### src/rtl/adv_timer_ext_filt_pkg.sv
// Shared types and defaults for the external-signal glitch filter that feeds
// the advanced timer's ext_sig_i inputs.
package adv_timer_ext_filt_pkg;

    typedef enum logic [1:0] {
        ST_LOW,
        ST_QUAL_HI,
        ST_HIGH,
        ST_QUAL_LO
    } ext_filt_state_t;

    localparam int EXT_FILT_DEF_N_CH  = 32;
    localparam int EXT_FILT_DEF_CNT_W = 8;
    localparam int EXT_FILT_DEF_SYNC  = 2;

    // Filtered level presented while in a given state.
    function automatic logic state_level(input ext_filt_state_t st);
        return (st == ST_HIGH) || (st == ST_QUAL_LO);
    endfunction

endpackage

### src/rtl/adv_timer_ext_filt_ch.sv
// One filter channel: synchroniser, qualification FSM with saturating
// counter, and registered rise/fall pulses.
module adv_timer_ext_filt_ch
    import adv_timer_ext_filt_pkg::*;
#(
    parameter int SYNC_STAGES = EXT_FILT_DEF_SYNC,
    parameter int CNT_W       = EXT_FILT_DEF_CNT_W
) (
    input  logic             HCLK,
    input  logic             HRESET,
    input  logic             ext_sig_i,
    input  logic             en_i,
    input  logic [CNT_W-1:0] filt_len_i,
    output logic             ext_sig_o,
    output logic             rise_o,
    output logic             fall_o
);

    localparam logic [CNT_W-1:0] CNT_ONE = CNT_W'(1);
    localparam logic [CNT_W-1:0] CNT_MAX = '1;

    logic [SYNC_STAGES-1:0] sync_q;
    logic                   s;
    ext_filt_state_t        state_q, state_d;
    logic [CNT_W-1:0]       cnt_q, cnt_d;
    logic                   rise_q, rise_d;
    logic                   fall_q, fall_d;

    // NOTE: sequential state uses non-blocking assignments so every flop
    // samples the pre-edge values, independent of statement order.
    always_ff @(posedge HCLK or posedge HRESET) begin
        if (HRESET) begin
            sync_q <= '0;
        end else begin
            sync_q <= {sync_q[SYNC_STAGES-2:0], ext_sig_i};
        end
    end

    assign s = sync_q[SYNC_STAGES-1];

    always_ff @(posedge HCLK or posedge HRESET) begin
        if (HRESET) begin
            state_q <= ST_LOW;
            cnt_q   <= '0;
            rise_q  <= 1'b0;
            fall_q  <= 1'b0;
        end else begin
            state_q <= state_d;
            cnt_q   <= cnt_d;
            rise_q  <= rise_d;
            fall_q  <= fall_d;
        end
    end

    // NOTE: defaults at the top of the block keep every path assigned, so no
    // latches are inferred.
    always_comb begin
        state_d = state_q;
        cnt_d   = cnt_q;
        if (!en_i) begin
            state_d = ST_LOW;
            cnt_d   = '0;
        end else begin
            unique case (state_q)
                ST_LOW: begin
                    if (s) begin
                        if (filt_len_i == '0) begin
                            state_d = ST_HIGH;
                        end else begin
                            state_d = ST_QUAL_HI;
                            cnt_d   = CNT_ONE;
                        end
                    end
                end
                ST_QUAL_HI: begin
                    if (!s) begin
                        state_d = ST_LOW;
                        cnt_d   = '0;
                    end else if (cnt_q >= filt_len_i) begin
                        state_d = ST_HIGH;
                        cnt_d   = '0;
                    end else if (cnt_q != CNT_MAX) begin
                        cnt_d = cnt_q + CNT_ONE;
                    end
                end
                ST_HIGH: begin
                    if (!s) begin
                        if (filt_len_i == '0) begin
                            state_d = ST_LOW;
                        end else begin
                            state_d = ST_QUAL_LO;
                            cnt_d   = CNT_ONE;
                        end
                    end
                end
                ST_QUAL_LO: begin
                    if (s) begin
                        state_d = ST_HIGH;
                        cnt_d   = '0;
                    end else if (cnt_q >= filt_len_i) begin
                        state_d = ST_LOW;
                        cnt_d   = '0;
                    end else if (cnt_q != CNT_MAX) begin
                        cnt_d = cnt_q + CNT_ONE;
                    end
                end
                default: begin
                    state_d = ST_LOW;
                    cnt_d   = '0;
                end
            endcase
        end
    end

    // Pulses are suppressed when disabled so the forced drop to ST_LOW is silent.
    always_comb begin
        ext_sig_o = state_level(state_q);
        rise_d    = en_i && !state_level(state_q) &&  state_level(state_d);
        fall_d    = en_i &&  state_level(state_q) && !state_level(state_d);
    end

    assign rise_o = rise_q;
    assign fall_o = fall_q;

endmodule

### src/rtl/adv_timer_ext_sig_filter.sv
// Bank of external-signal filters in front of apb_adv_timer ext_sig_i; all
// channels share one filter length.
module adv_timer_ext_sig_filter
    import adv_timer_ext_filt_pkg::*;
#(
    parameter int N_CH        = EXT_FILT_DEF_N_CH,
    parameter int SYNC_STAGES = EXT_FILT_DEF_SYNC,
    parameter int CNT_W       = EXT_FILT_DEF_CNT_W
) (
    input  logic             HCLK,
    input  logic             HRESET,
    input  logic [N_CH-1:0]  ext_sig_i,
    input  logic [N_CH-1:0]  en_i,
    input  logic [CNT_W-1:0] filt_len_i,
    output logic [N_CH-1:0]  ext_sig_o,
    output logic [N_CH-1:0]  rise_o,
    output logic [N_CH-1:0]  fall_o
);

    for (genvar i = 0; i < N_CH; i++) begin : g_ch
        adv_timer_ext_filt_ch #(
            .SYNC_STAGES (SYNC_STAGES),
            .CNT_W       (CNT_W)
        ) u_ch (
            .HCLK       (HCLK),
            .HRESET     (HRESET),
            .ext_sig_i  (ext_sig_i[i]),
            .en_i       (en_i[i]),
            .filt_len_i (filt_len_i),
            .ext_sig_o  (ext_sig_o[i]),
            .rise_o     (rise_o[i]),
            .fall_o     (fall_o[i])
        );
    end

endmodule
### config.mk
export PLATFORM = sky130hd
export DESIGN_NAME = adv_timer_ext_sig_filter
export DESIGN_NICKNAME = d
export VERILOG_FILES = /design/src/rtl/adv_timer_ext_filt_pkg.sv /design/src/rtl/adv_timer_ext_filt_ch.sv /design/src/rtl/adv_timer_ext_sig_filter.sv
export SDC_FILE = /design/constraint.sdc
export NUM_CORES = 2
export LEC_CHECK = 0
export ABC_AREA = 1
export ABC_CLOCK_PERIOD_IN_PS = 17000
export CAP_MARGIN = 40
export CORE_ASPECT_RATIO = 1.2
export CORE_MARGIN = 2
export CORE_UTILIZATION = 62
export DETAILED_ROUTE_END_ITERATION = 10
export PLACE_DENSITY_LB_ADDON = 0.25
export SLEW_MARGIN = 0
export SYNTH_ARGS = -nofsm -noshare
export SYNTH_HDL_FRONTEND = slang
export SYNTH_SLANG_ARGS = --single-unit
### constraint.sdc
create_clock -name HCLK -period 17 [get_ports HCLK]
set_input_delay 3.4 -clock HCLK [delete_from_list [all_inputs] [get_ports HCLK]]
set_output_delay 3.4 -clock HCLK [all_outputs]
set_load 0.05 [all_outputs]
## Word-level counts from Yosys, hierarchy flattened

Cells that the tools add are included.

- Bits in registers: 448
- Bits of input ports: 74
- Output and inout bits: 96
- Logic and storage cells: 1347

- Magnitude comparators: 32
- Multiplexer cells: 546
- $add $sub $neg: 32
- Equality and inequality tests: 256
- Reductions and logical operators: 321

Operator list:

| cell | number |
|---|---|
| $mux W8 | 256 |
| $pmux W8 S4 | 32 |
| $mux W2 | 226 |
| $add A8 B1 Y8 const B | 32 |
| $eq A2 B2 Y1 const B | 128 |
| $ge A8 B8 Y1 | 32 |
| $ne A8 B8 Y1 const B | 32 |
| $pmux W2 S4 | 32 |
| $logic_and A1 B1 Y1 | 128 |
| $ne A3 B2 Y1 const B | 32 |
| $ne A3 B3 Y1 const B | 32 |
| $eq A2 B1 Y1 const B | 32 |
| $logic_not A1 Y1 | 64 |
| $logic_not A2 Y1 | 32 |
| $logic_or A1 B1 Y1 | 64 |
| $reduce_and A2 Y1 | 32 |
| $logic_not A8 Y1 | 1 |

## Longest topological paths before layout

- Word-level depth: 9
- Gate-level depth with buffers: 14

## By module

Synthesis repeated with hierarchy kept, for this count alone.

- Cells, all modules: 4765
- Area total of the unflattened synthesis: 34296.6 sq um

By module, submodules not included:

| module | area each (sq um) | times used | cells an instance |
|---|---|---|---|
| adv_timer_ext_filt_ch (g_ch[10].u_ch ...) | 1074.8 | 17 | 148 |
| adv_timer_ext_filt_ch (g_ch[3].u_ch ...) | 1072.3 | 7 | 149 |
| adv_timer_ext_filt_ch (g_ch[26].u_ch ...) | 1062.3 | 7 | 151 |
| adv_timer_ext_filt_ch (g_ch[0].u_ch) | 1083.5 | 1 | 149 |

## Least setup slack after synthesis

Ideal clock, no wire load.

- Kind: input -> register
- From: input filt_len_i[7]
- To: register g_ch[12].u_ch.cnt_q[0]
- Arrival: 5.237 ns
- Buffers on the path: 0
- Path slack: 11.680 ns
- Data required time: 16.917 ns
- Stages on the path: 10
- Cells stage by stage: inv_1 -> ha_1 -> nand2_1 -> inv_1 -> nor2_1 -> o21a_1 -> nand2_1 -> nor2_1 -> inv_1 -> o21ai_0

- Word-level cells in the longest chain between the ends: 5

Ends and longest elaborated chain:

| element | line | source |
|---|---|---|
| start: declaration | adv_timer_ext_sig_filter.sv:14 | `input logic [CNT_W-1:0] filt_len_i,` |
| $ge A8 B8 Y1 or $logic_not A8 Y1 (tied branches) | - |  |
| $mux W8, on equally long branches (2 in a row) | - |  |
| $pmux W8 S4 (*) | adv_timer_ext_filt_ch.sv:64 | `unique case (state_q)` |
| $mux W8 (*) | adv_timer_ext_filt_ch.sv:60 | `if (!en_i) begin` |
| end signal: assignment | adv_timer_ext_filt_ch.sv:49 | `cnt_q <= cnt_d;` |
| end: declaration | adv_timer_ext_filt_ch.sv:25 | `logic [CNT_W-1:0] cnt_q, cnt_d;` |

Every way passes the cells marked *; elsewhere a longest branch is shown, timed or not. The select of a mux whose other input is x is not followed.
A chain may end at the register's enable or synchronous reset.

## Final worst setup path

- From: input filt_len_i[6]
- To: register g_ch[25].u_ch.cnt_q[6]

- Word-level cells in the longest chain between the ends: 5

Ends and longest elaborated chain:

| element | line |
|---|---|
| $ge A8 B8 Y1 or $logic_not A8 Y1 (tied branches) | - |
| $mux W8, on equally long branches (2 in a row) | - |
| $pmux W8 S4 (*) | adv_timer_ext_filt_ch.sv:64 |
| $mux W8 (*) | adv_timer_ext_filt_ch.sv:60 |
| end signal: assignment | adv_timer_ext_filt_ch.sv:49 |
| end: declaration | adv_timer_ext_filt_ch.sv:25 |

Marks and branches as above.

==> flow_summary_export.csv <==
group,metric,value,unit
routing,drc,0,
placement,place_hpwl,48780,um
setup_path,crit_fanout,64,
cts,cts_tree,"done",
power_and_ir_drop,intPower,1.984,mW
final_layout,layout-drive-gt1-share,3.597,%
logic_synthesis,synth_edf_count,0,
logic_synthesis,ys.warnings.count,0,
logic_synthesis,syn_nets,4940,
die,coreArea,51120,sq um
cts,cts_resized,0,
cts,holdBufCountCts,0,
worst_hold_path,hp-class,"reg2reg",
sta,finalHoldWorstSlack,0.3458,ns
power_and_ir_drop,power_switching,0.9351,mW
global_routing,grt-ovfl-total,0,
die,die_h,252.4,um
global_routing,grt_pass1_wl,120600,um
logic_synthesis,ys_types,45,
sta,worst_pin_slew,0.9255,ns
final_layout,final_util,68.51,%
logic_synthesis,synthArstFlopShare,100.0,%
setup_path,timing.critical_path.slowest_cell_delay,0.85,ns
logic_synthesis,ys_seq_elements,448,
setup_path,start_kind,"input port",
setup_path,cp-end-kind,"register",
die,initial_core_util,62.36,%
status,status,"finished clean",
die,die_area,53260,sq um
cts,cts_buffers,49,
cts,clkSinkCount,448,
sta,slew_viol_final,0,
power_and_ir_drop,powerDensity,83.35,nW/um^2
sta,fin_worst_skew,0.01267,ns
power_and_ir_drop,swShare,32.03,%
routing,wl,70710,um
sta,finalHoldViolCount,0,
power_and_ir_drop,irDropWorstVdd,0.07800,mV
cts,cts_setup_buffers,0,
cts,clk_latency,0.59,ns
sta,setup_viol,0,
placement,port_buffers,169,
logic_synthesis,synthTopCellsByArea,"dfrtp_1, nand2_1, ha_1, inv_1, nor2_1",
cts,cts_htree_levels,2,
routing,drt_first_pass_iters,5,
logic_synthesis,yosys.area.top_type,"dfrtp_1",
global_routing,grt_use_total,26.94,%
sta,setup_tns,0,ns
final_layout,fill_cells,4364,
logic_synthesis,syn_inst,4578,
final_layout,nets,4996,
global_routing,grt_pass1_vias,26590,
power_and_ir_drop,p_seq_share,41.4,%
cts,clk_pin_slew_worst_paths,0.06,ns
cts,clockBufferDepth,3,
routing,vias,28470,
logic_synthesis,ys.flop_type,"dfrtp_1",
global_routing,grt_max_degree,115,
logic_synthesis,synth_top_area_share,35.17,%
die,rows,91,
logic_synthesis,ys_seq_area_share,35.17,%
setup_path,crit_chain,"clkdlybuf4s50_1 -> inv_2 -> buf_4 -> nand3_2 -> nor2_4 -> buf_4 -> buf_4 -> o21ai_0 -> buf_2 -> nand2_1 -> nor2_1 -> o21ai_0 -> nor2_1",
setup_path,crit_slowest_cell,"buf_4",
sta,rsz0062_at_grt,"no",
setup_path,critPathMostFrequentCell,"buf_4",
routing,drtIter0Drc,1943,
logic_synthesis,syn_area,31880,sq um
power_and_ir_drop,power_frac_clock,37.3,%
logic_synthesis,synth.avg_cell_area,6.964,sq um
placement,gp_congestion,0.8897,
routing,ant_nets,0,
setup_path,setup.worst_path.class,"in2reg",
setup_path,cp.arrival,7.19,ns
die,fp.dieW,211,um
routing,wl_per_cell,13.29,um
die,io_pins,170,
sta,slew_headroom,38.30,%
setup_path,crit_required,17.48,ns
global_routing,antenna_found_initial,2,
routing,viasPerCell,5.350,
final_layout,area_growth,9.859,%
run,maxCapViolCount,0,
sta,fmax,149.0,MHz
power_and_ir_drop,power_leakage,18.31,nW
sta,finalCriticalPeriod,6.711,ns
sta,fin_crit_sh,39.47,%
cts,cts-root-buf,"clkbuf_16",
power_and_ir_drop,power.share.combinational,21.3,%
[area by class of cell]
cell class	instances	area (sq um)	share of cell area (%)
Clock buffer	69	1464	4.180
Antenna cell	1	2.502	0.007145
Clock inverter	18	177.7	0.5073
Inverter	732	2755	7.867
Sequential cell	448	11210	32.01
Tap cell	651	814.5	2.326
Multi-Input combinational cell	3215	16730	47.77
Timing Repair Buffer	188	1867	5.330
[layer usage]
| layer | vias to the layer above | routed length, um | track usage, % |
|---|---|---|---|
| met5 | - | 16 | 0 |
| met4 | 2 | 1792 | 7.907 |
| met3 | 150 | 3279 | 3.777 |
| met2 | 591 | 33960 | 47.12 |
| met1 | 13140 | 31660 | 34.64 |
| li1 | 14600 | - | - |
[cells in the mapped netlist, drive strengths merged (10+ instances only)]
library cell and instances:
nor2 651, nand3b 16, o211ai 10, ha 288
o22ai 32, nor3 67, a21oi 276, nand2 1177
dfrtp 448, o31ai 13, xor2 29, nand4 63
o21a 33, clkbuf 59, o21ai 246, buf 124
inv 732, nand3 251, o21bai 30
[critical path, delay by kind of cell]
| kind | cells | cell delay (ns) |
|---|---|---|
| buffers and inverters | 6 | 2.72 |
| AO/OA/AOI/OAI | 2 | 0.54 |
| AND/OR/NAND/NOR | 5 | 0.49 |
[placed cells by master, fill, tap and decap left out, types with 23 or more instances in the layout]
cell             instances
o22ai_1                 32
nor3_1                  67
nand3_1                248
inv_1                  721
nand4_1                 63
a21oi_1                253
xor2_1                  29
clkdlybuf4s50_1        168
dfrtp_1                448
o21ai_0                233
nand2_1               1160
nor2_1                 650
o21a_1                  33
a21oi_2                 23
o21bai_1                30
clkbuf_16               51
ha_1                   288
[worst paths after layout]
check                                                           to                               start  slack [ns]  cells past startpoint
worst max register to register  g_ch[29].u_ch.cnt_q[6]$_DFFE_PP0P_  g_ch[29].u_ch.state_q[1]$_DFF_PP0_       14.97                      7
max in group asynchronous       g_ch[17].u_ch.cnt_q[1]$_DFFE_PP0P_                              HRESET       12.23                      3
min in group asynchronous           g_ch[31].u_ch.rise_o$_DFF_PP0_                              HRESET        3.38                      2
worst min-delay path              g_ch[5].u_ch.sync_q[1]$_DFF_PP0_    g_ch[5].u_ch.sync_q[0]$_DFF_PP0_        0.35                      0
worst min register to register    g_ch[5].u_ch.sync_q[1]$_DFF_PP0_    g_ch[5].u_ch.sync_q[0]$_DFF_PP0_        0.35                      0
worst max-delay path            g_ch[25].u_ch.cnt_q[6]$_DFFE_PP0P_                       filt_len_i[6]       10.29                     13
[state kept, by name (all words and copies together) (netlist names)]
name / flops
g_ch.u_ch.state_q: 64
g_ch.u_ch.fall_o: 32
g_ch.u_ch.sync_q: 64
g_ch.u_ch.cnt_q: 256
g_ch.u_ch.rise_o: 32
[power by group through the flow]
stage	Sequential (mW)	Clock (mW)	Combinational, mW
floorplan	1.19	0	0.511
global placement	1.23	0	0.602
detailed placement	1.23	0	0.619
CTS	1.21	1.12	0.624
global route	1.22	1.15	0.709
finish	1.21	1.09	0.621
[metrics by stage]
stage          std cells  worst slack (ns)  area (sq um)  power (mW)
2_1_floorplan       4578             1.115         31880       1.706
3_3_place_gp        5231             9.629         33320       1.829
3_5_place_dp        5234             9.690         33380       1.845
4_1_cts             5321             10.31         35020       2.949
5_1_grt             5322             10.05         35020       3.079
6_report            5322             10.29         35020       2.919
[cell families after synthesis]
kind of cell | share of synthesized area [%]
flip-flops | 35.17
adder cells (fa/ha/maj) | 11.30
AND/OR/NAND/NOR | 28.69
XOR/XNOR | 0.8242
AO/OA/AOI/OAI | 11.66
buffers and inverters | 12.35
No activity file was read; power rests on OpenSTA's default activity.
